**config.mk**
```make
export PLATFORM = sky130hd
export DESIGN_NAME = modadd_arbiter
export DESIGN_NICKNAME = d
export VERILOG_FILES = /design/src/rtl/ntt_pkg.sv /design/src/rtl/rr_arbiter.sv /design/src/rtl/modadd_arbiter.sv
export SDC_FILE = /design/constraint.sdc
export NUM_CORES = 1
export LEC_CHECK = 0
export CAP_MARGIN = 20
export CELL_PAD_IN_SITES_DETAIL_PLACEMENT = 1
export CELL_PAD_IN_SITES_GLOBAL_PLACEMENT = 2
export CORE_MARGIN = 5
export CORE_UTILIZATION = 22
export CTS_CLUSTER_SIZE = 30
export DETAILED_ROUTE_END_ITERATION = 8
export GPL_TIMING_DRIVEN = 0
export HOLD_SLACK_MARGIN = 0.15
export PLACE_DENSITY_LB_ADDON = 0.1
export SLEW_MARGIN = 5
export SYNTH_ARGS = -nofsm -noshare
export SYNTH_HDL_FRONTEND = slang
export SYNTH_HIERARCHICAL = 1
export SYNTH_SLANG_ARGS = --single-unit
```
**constraint.sdc**
```tcl
create_clock -name clk -period 6.45 [get_ports clk]
set_input_delay 1.6125 -clock clk [delete_from_list [all_inputs] [get_ports clk]]
set_output_delay 1.6125 -clock clk [all_outputs]
set_load 0.05 [all_outputs]
```
**src/rtl/ntt_pkg.sv**
```systemverilog
// Shared constants and elaboration-time helpers for the NTT datapath blocks.
package ntt_pkg;

  localparam int LOGQ_DEFAULT = 32;

  function automatic int clog2(input int n);
    int r;
    r = 0;
    while ((1 << r) < n) r++;
    return r;
  endfunction

  // modadd keeps its output register unless DELAY_ADD==1 folds it into the add stage.
  function automatic int add_lat_of(input int delay_add);
    return (delay_add == 1) ? 1 : 2;
  endfunction

endpackage

```
**src/rtl/rr_arbiter.sv**
```systemverilog
// Combinational round-robin picker: first asserted req at or after ptr+1, wrapping.
module rr_arbiter #(
  parameter int NREQ = 4,
  parameter int IDW  = 2
) (
  input  logic [NREQ-1:0] req,
  input  logic [IDW-1:0]  ptr,
  output logic [NREQ-1:0] grant,
  output logic [IDW-1:0]  grant_id,
  output logic            grant_valid
);

  logic [IDW-1:0] idx;

  always_comb begin
    // NOTE: every output gets a default before the search so no path leaves one unassigned (no latch).
    grant       = '0;
    grant_id    = '0;
    grant_valid = 1'b0;
    idx         = '0;
    // Walk from the farthest candidate back to ptr+1; the nearest eligible one is written last.
    for (int k = NREQ; k >= 1; k--) begin
      idx = IDW'((int'(ptr) + k) % NREQ);
      if (req[idx]) begin
        grant       = '0;
        grant[idx]  = 1'b1;
        grant_id    = idx;
        grant_valid = 1'b1;
      end
    end
  end

endmodule

```
**src/rtl/modadd_arbiter.sv**
```systemverilog
// Time-shares one external modadd among NREQ requesters and routes each sum back to
// its owner; the modulus register is swapped only once the adder pipeline is empty.
module modadd_arbiter
  import ntt_pkg::*;
#(
  parameter int               LOGQ    = LOGQ_DEFAULT,
  parameter int               NREQ    = 4,
  parameter int               IDW     = 2,
  parameter int               ADD_LAT = 2,
  parameter logic [LOGQ-1:0]  Q_RST   = '0
) (
  input  logic                 clk,
  input  logic                 rst_n,
  input  logic [NREQ-1:0]      req_valid,
  output logic [NREQ-1:0]      req_ready,
  input  logic [NREQ*LOGQ-1:0] req_a,
  input  logic [NREQ*LOGQ-1:0] req_b,
  output logic [LOGQ-1:0]      add_a,
  output logic [LOGQ-1:0]      add_b,
  output logic [LOGQ-1:0]      add_q,
  input  logic [LOGQ-1:0]      add_c,
  output logic                 rsp_valid,
  output logic [IDW-1:0]       rsp_id,
  output logic [LOGQ-1:0]      rsp_c,
  input  logic                 cfg_q_we,
  input  logic [LOGQ-1:0]      cfg_q,
  output logic                 cfg_busy
);

  // One stage for the operand issue register plus one per adder stage.
  localparam int DEPTH = ADD_LAT + 1;
  localparam int CNTW  = clog2(ADD_LAT + 1) + 1;

  logic [IDW-1:0]  rr_ptr;
  logic            pending;
  logic [LOGQ-1:0] q_pend;
  logic [DEPTH-1:0] tag_v;
  logic [IDW-1:0]  tag_id [DEPTH];
  logic [CNTW-1:0] inflight;
  logic [NREQ-1:0] eligible;
  logic [IDW-1:0]  win_id;
  logic            accept;
  logic [LOGQ-1:0] win_a;
  logic [LOGQ-1:0] win_b;

  // A modulus write blocks grants in the same cycle, before pending is even set.
  assign eligible = (pending | cfg_q_we) ? '0 : req_valid;

  rr_arbiter #(
    .NREQ (NREQ),
    .IDW  (IDW)
  ) u_rr (
    .req         (eligible),
    .ptr         (rr_ptr),
    .grant       (req_ready),
    .grant_id    (win_id),
    .grant_valid (accept)
  );

  always_comb begin
    win_a = '0;
    win_b = '0;
    for (int i = 0; i < NREQ; i++) begin
      if (req_ready[i]) begin
        win_a = req_a[i*LOGQ +: LOGQ];
        win_b = req_b[i*LOGQ +: LOGQ];
      end
    end
  end

  always_comb begin
    inflight = '0;
    for (int s = 0; s < DEPTH; s++) inflight = inflight + CNTW'(tag_v[s]);
  end

  always_ff @(posedge clk or negedge rst_n) begin
    if (!rst_n) begin
      rr_ptr  <= IDW'(NREQ - 1);
      add_a   <= '0;
      add_b   <= '0;
      add_q   <= Q_RST;
      q_pend  <= Q_RST;
      pending <= 1'b0;
      tag_v   <= '0;
    end else begin
      // NOTE: non-blocking assignments so every register samples pre-edge values.
      tag_v <= {tag_v[DEPTH-2:0], accept};
      if (accept) begin
        rr_ptr <= win_id;
        add_a  <= win_a;
        add_b  <= win_b;
      end
      if (cfg_q_we) begin
        q_pend  <= cfg_q;
        pending <= 1'b1;
      end else if (pending && inflight == '0) begin
        add_q   <= q_pend;
        pending <= 1'b0;
      end
    end
  end

  // NOTE: the id array is not reset; tag_v qualifies every entry, so stale ids are never observed.
  always_ff @(posedge clk) begin
    tag_id[0] <= win_id;
    for (int s = 1; s < DEPTH; s++) tag_id[s] <= tag_id[s-1];
  end

  assign rsp_valid = tag_v[DEPTH-1];
  assign rsp_id    = tag_id[DEPTH-1];
  assign rsp_c     = add_c;
  assign cfg_busy  = pending | cfg_q_we;

endmodule

```
==> metrics.txt, run 1 <==
H-tree depth=4; # resized after CTS=0; Final Hold Viols=0; worst-skew pair later-pin latency=440 ps; Critical Path Source=cfg_q_we; CP peak stage delay=between 900 and 1000 ps; gr usage total=~19%; syn avg cell area=9.96 um2; die height=196 um; DP HPWL=about 30000 um; global-route wire length before repair=56100 um; area delta synth->final=72.1%; Final setup viols=0; RSZ-0062 raised after global routing=false; total power=6.73 mW; top post-synthesis cells by area=dfrtp_1, nand3b_1, mux2_2; Ports=463; filler instances=3881; switching share of power=around 51%; internal cell power=3.29 mW; largest net degree at the start of global routing=between 90 and 100; initial antenna violation count=12; Critical Path RT=4840 ps; Comb pwr share=63.2%; postcts setup bufs=0; CP bufs+invs=3; non-filler cells, final=1691; Initial Util=22.2%; CTS Buffer Depth=2; post-synth top area share=43.3%; Syn Nets=1101; design area=13100 um2; delay-heaviest family, CP=buffers and inverters; status=completed; DR pass1 iterations=5; worst clock skew=14.9 ps; Critical Path Start Type=input pin; R2R Path End=add_a[15]; Post-Syn Area=7640 um2; synthesized instance count=767; final hold slack=about 330 ps; setup TNS=0 ps; FFs w/ async S/R, synth=95.7%; Synth cell types=39; r2r worst-path depth=13; crit path cell chain=buf_6 > nor2_1 > and2_1 > buf_4 > or3b_2 > o211ai_1 > nand4_1 > a31oi_1 > clkdlybuf4s50_1; crit path to=req_ready[3]; Num CTS Buffers=17; Clock Pin Slew Worst Setup and Hold Paths=60 ps; total global routing overflow=0; Post-CTS Hold Buffers=0; CTS tree=done; Die Width=between 150 and 200 um; Final #Nets=1550; Final Cycle Share=95.6%; fin util=38.2%; WP depth=9; Die Footprint=38500 um2; Pwr Density=a little over 500 nW/um2; pre-CTS WS=~260 ps; Via Count=between 7000 and 8000; part of the power in registers=between 20% and 30%; Tmin final=6160 ps; Setup Crit Path Kind=in -> out; Least-Margin Pin Slew=695 ps; RR Startpoint=rr_ptr[0]; routability congestion estimate=between 0.7 and 0.8; post-synth top area cell=dfrtp_1; Routed wire per std cell=between 20 and 25 um; root buffer cell=clkbuf_16; Hold WC Path Type=reg -> reg; Slowest-stage cell, CP=clkdlybuf4s50_1; Core Area=34400 um2; max-slew violation count=0; IO Port Bufs=around 430; leak pwr=between 4 and 5 nW; synth warn=6; flops & latches, synth=140; total of max-cap violations=0; clock share of power=roughly 15%; Placed Area=12500 um2; Inst Count DP=about 1700; register area share after synthesis=a little under half; DRC=0; CP arrival=4550 ps; f_max=162 MHz; Detailed Route Iter0 Violations=212; worst vdd ir=242 uV; count of flip-flops with a built-in enable after synthesis=0; vias per std cell=between 4 and 5; FF-to-FF setup slack=around 2000 ps; Top FF cell, synth=dfrtp_1; routed wire length=38300 um; NetSw=3.44 mW; Setup WS post-layout=287 ps; CP Capture Type=output pin; Cell Rows=about 70; clock sinks=between 100 and 150; layout cells sized above 1=13.8%; Relative slew margins=between 50 and 60%; Worst Path Max Fanout=10; vias in the first global route=approximately 8700; remaining antenna violation count=0
-- kinds of logic after synthesis --
| group | synth area share [%] |
|---|---|
| AOI/OAI and AO/OA | 15.5 |
| xor gates and xnor gates | 0.115 |
| adders and majority gates | 1.25 |
| buffers and inverters | 8.13 |
| DFF | 45.5 |
| muxes | 11.2 |
| and+or+nand+nor | 18.3 |
-- layout make-up --
| type | instances | area (um2) | area share [%] |
|---|---|---|---|
| Timing Repair Buffer | 430 | 4330 | 32.9 |
| Multi-Input combinational cell | 518 | 3540 | 26.9 |
| Sequential cell | 140 | 3480 | 26.4 |
| Buffer | 104 | 602 | 4.58 |
| Tap cell | 455 | 569 | 4.33 |
| Clock buffer | 17 | 425 | 3.24 |
| Clock inverter | 15 | 171 | 1.30 |
| Inverter | 5 | 18.8 | 0.143 |
| Antenna cell | 7 | 17.5 | 0.133 |
-- cells in the mapped netlist, drive strengths merged (4+ instances only) --
master  count
nand3b    128
nor2        8
and2        4
a31oi      68
nand2      68
nand4       5
dfrtp     132
a21oi      66
a22oi       4
clkbuf     41
mux2       70
dfxtp       6
buf        63
ha          6
inv         5
o21ai      68
-- cells in the final DEF, fill, tap and decap left out, types with 7 or more instances in the layout --
master | netlist | final
mux2_2 | 66 | 66
nand2_1 | 68 | 68
clkdlybuf4s50_1 | 0 | 428
buf_4 | 36 | 36
clkbuf_16 | 0 | 17
nand3b_1 | 128 | 128
a31oi_1 | 68 | 68
diode_2 | 0 | 7
buf_6 | 7 | 7
a21oi_1 | 66 | 66
o21ai_0 | 68 | 68
nor2_1 | 8 | 8
buf_2 | 19 | 19
clkbuf_1 | 41 | 41
dfrtp_1 | 132 | 132
-- layer usage --
metal,GRT usage (%),up-vias,share of wire (%)
li1,-,3664,-
met1,21.9,3749,39
met2,33.6,279,50
met3,8.12,40,9.1
met4,5.15,12,1.5
met5,0,-,0.16
-- how the worst min path moves through the flow --
stage	depth (start not counted)	to	slack, ps	startpoint
3_3_place_gp	0	tag_id[0][3]	310	tag_id[0][1]
6_report	0	tag_id[0][4]	330	tag_id[0][2]
2_1_floorplan	0	tag_id[0][2]	310	tag_id[0][0]
4_1_cts	0	tag_id[0][5]	330	tag_id[0][3]
3_5_place_dp	0	tag_id[0][5]	320	tag_id[0][3]
5_1_grt	0	tag_id[0][4]	340	tag_id[0][2]
-- power by group through the flow --
stage / registers [mW] / clock network (mW) / logic [mW]
4_1_cts: 1.46 / 1.06 / 4.35
6_report: 1.45 / 1.02 / 4.26
3_3_place_gp: 1.46 / 0 / 4.34
2_1_floorplan: 2.54 / 0 / 1.57
3_5_place_dp: 1.47 / 0 / 4.34
5_1_grt: 1.50 / 1.09 / 4.55
-- sequential cells by signal, indices dropped and copies added (netlist names) --
| name | flops |
|---|---|
| add_a | 32 |
| rr_ptr | 2 |
| tag_v | 3 |
| q_pend | 32 |
| add_b | 32 |
| add_q | 32 |
| tag_id | 6 |
| pending | 1 |
No activity file was read; power rests on OpenSTA's default activity.
==> run 2: changes to the inputs <==
Settings changed: CTS_CLUSTER_SIZE 30 to 10, HOLD_SLACK_MARGIN 0.15 to 0.1.
==> results of run 2 <==
Final layout, timing and power as in run 1 (identical DEF).
==> run 3: changes to the inputs <==
Settings changed: ABC_AREA from default to 1, CORE_UTILIZATION 22 to 21.
==> run 3 against run 2 <==
Against the previous run: register-to-register slack better by 1400 ps; total power is 16% higher; clock power fell by 4%; largest power group unchanged; highest routed layer unchanged.
==> metrics.txt, run 3 <==
Critical Path Start Type=input pin; Hold Path Cell Cnt=0 (unchanged); remaining antenna violation count=0 (unchanged); GR Util met3=5.96% (-2.2 points); worst-skew pair later-pin latency=430 ps (about the same); Final #Nets=2009 (+30%); Ports=463 (unchanged); Via Count=9301 (+20%); Die Width=211 um (+7.5%); GR peak layer=met2; DP HPWL=33000 um (+11%); Synth top cells by count=nand2_1, a21oi_1, dfrtp_1; r2r worst-path depth=17 (+4); Core Area=39800 um2 (+16%); count of flip-flops with a built-in enable after synthesis=0 (unchanged); Tmin final=5630 ps (-532 ps); Final Cycle Share=87.3% (-8.2 points); delay-heaviest family, CP=buffers and inverters; Critical Path RT=4840 ps (about the same); met2 Track Usage GR=31.0% (-2.6 points); RSZ-0062 raised after global routing=false; routability congestion estimate=0.805 (+3.2%); Slowest-stage cell, CP=clkdlybuf4s50_1; Final Hold Viols=0 (unchanged); Syn Nets=1560 (+42%); status=completed; Top cell by count, worst path=nand2_1; max-slew violation count=0 (unchanged); worst vdd ir=191 uV (-21%); synth warn=6 (unchanged); Routed wire per std cell=18.4 um (-19%); CP bufs+invs=4 (+1); Cell Rows=73 (+7.4%); non-filler cells, final=2222 (+31%); register area share after synthesis=41.0% (-4.5 points); Pwr Density=554 nW/um2 (+8.3%); Post-Syn Area=8480 um2 (+11%); fin util=35.3% (-2.9 points); die height=211 um (+7.5%); Setup Crit Path Kind=in -> out; most common cell after layout, fill and taps aside=nand2_1; worst clock skew=5.60 ps (-9.31 ps); most common cell in the netlist=nand2_1; vias in the first global route=10300 (+19%); post-synth top area cell=dfrtp_1; crit path cell chain=clkdlybuf4s50_1 > inv_1 > nor2_1 > nand2_1 > nand3_1 > nand2_2 > nor2_4 > nand2_1 > nand3_1 > nand2_1 > inv_1 > clkdlybuf4s50_1; CP arrival=4020 ps (-530 ps); clock sinks=140 (unchanged); layout cells sized above 1=10.7% (-3.1 points); Final setup viols=0 (unchanged); CTS Buffer Depth=2 (unchanged); DR pass1 iterations=4 (-1); f_max=178 MHz (+9.4%); leak pwr=6.93 nW (+41%); total global routing overflow=0 (unchanged); root buffer cell=clkbuf_16; Die Footprint=44500 um2 (+15%); filler instances=4934 (+27%); CTS tree=done; RR Startpoint=rr_ptr[0]; top post-synthesis cells by area=dfrtp_1, nand2_1, a21oi_1; H-tree depth=4 (unchanged); crit path to=req_ready[2]; syn avg cell area=6.92 um2 (-31%); WP depth=12 (+3); Critical Path Source=req_valid[0]; initial antenna violation count=16 (+4); post-synth top area share=38.9% (-4.3 points); vias per std cell=4.19 (-8.6%); total power=7.80 mW (+16%); Hold WC Path Type=reg -> reg; largest net degree at the start of global routing=82 (-13%); Inst Count DP=2181 (+32%); Num CTS Buffers=17 (unchanged); Synth cell types=25 (-36%); final hold slack=330 ps (+1.68 ps); Relative slew margins=55.1% (+1.4 points); # resized after CTS=0 (unchanged); FF-to-FF setup slack=3370 ps (+1380 ps); commonest cells after routing, fill and taps aside=nand2_1, clkdlybuf4s50_1, a21oi_1; Worst Path Max Fanout=6 (-4); Post-CTS Hold Buffers=0 (unchanged); synthesized instance count=1226 (+60%); postcts setup bufs=0 (unchanged); global-route wire length before repair=61900 um (+10%); Top FF cell, synth=dfrtp_1; Detailed Route Iter0 Violations=275 (+30%); DRC=0 (unchanged); multi-input logic area=3810 um2 (+7.6%); Reg area=3480 um2 (unchanged); routed wire length=40900 um (+6.7%); CP peak stage delay=890 ps (-20 ps); area delta synth->final=65.8%; FFs w/ async S/R, synth=95.7% (unchanged); flops & latches, synth=140 (unchanged); gr usage total=18.2% (-1.2 points); Initial Util=21.3% (-0.92 points); Clock Pin Slew Worst Setup and Hold Paths=60 ps (about the same); Least-Margin Pin Slew=671 ps (-23.3 ps); total of max-cap violations=0 (unchanged); routing usage on met1=21.9% (about the same); R2R Path End=add_b[24]; CP Capture Type=output pin; IO Port Bufs=429 (unchanged)
## run 3: changes by cell type after synthesis, moves of 7 or more
cell	previous run	this run
inv_1	5	120
o21ai_2	0	32
buf_2	19	33
o21ai_0	68	33
buf_4	36	49
mux2_2	66	0
nand3_1	0	73
clkbuf_1	41	13
nand2_1	68	545
a21oi_1	66	133
nand2_2	0	7
nand3b_1	128	0
a31oi_1	68	0
## run 3: area by class of cell
cell class | instances | share of cell area [%]
flip-flops and latches | 140 | 24.7
multi-input cells | 853 | 27.1
plain buffers | 108 | 5.18
diodes | 9 | 0.160
repair buffers | 430 | 30.7
well taps | 525 | 4.67
clock inverters | 12 | 0.792
clock buffers | 20 | 3.32
inverters | 125 | 3.34
## run 3: power by group
part | switching [mW] | internal, mW
clock | 0.420 | 0.563
sequential | 0.168 | 1.22
combinational | 3.64 | 1.79
total | 4.22 | 3.57
## run 3: cells by family (layout without fill, tap and decap cells)
logic type | Yosys count | count (layout) | synth area share, %
AND/OR/NAND/NOR | 645 | 645 | 30.5
AO/OA/AOI/OAI | 201 | 201 | 13.3
other | 0 | 9 | 0
buffers and inverters | 233 | 695 | 14.1
adder cells (fa/ha/maj) | 7 | 7 | 1.12
flip-flops | 140 | 140 | 41.0
## run 3: worst min path at each step
stage	endpoint	start	slack, ps
floorplan	tag_id[0][2]	tag_id[0][0]	310
global placement	tag_id[0][4]	tag_id[0][2]	310
detailed placement	tag_id[0][4]	tag_id[0][2]	310
CTS	tag_id[0][5]	tag_id[0][3]	330
global route	tag_id[0][3]	tag_id[0][1]	340
finish	tag_id[0][5]	tag_id[0][3]	330
## run 3: through the flow
stage / setup slack, ps / TNS [ps] / instance area, um2
after floorplan: 1590 / 0 / 8480
after global placement: -2290 / -300720 / 13400
after detailed placement: 826 / 0 / 13500
after CTS: 805 / 0 / 14000
after global routing: 665 / 0 / 14100
final: 819 / 0 / 14100
## run 3: metal layers
metal | wire, um | vias to the layer above
met2 | 20300 | 250
met1 | 17000 | 4318
li1 | - | 4675
met4 | 654 | 14
met3 | 2830 | 44
met5 | 96 | -
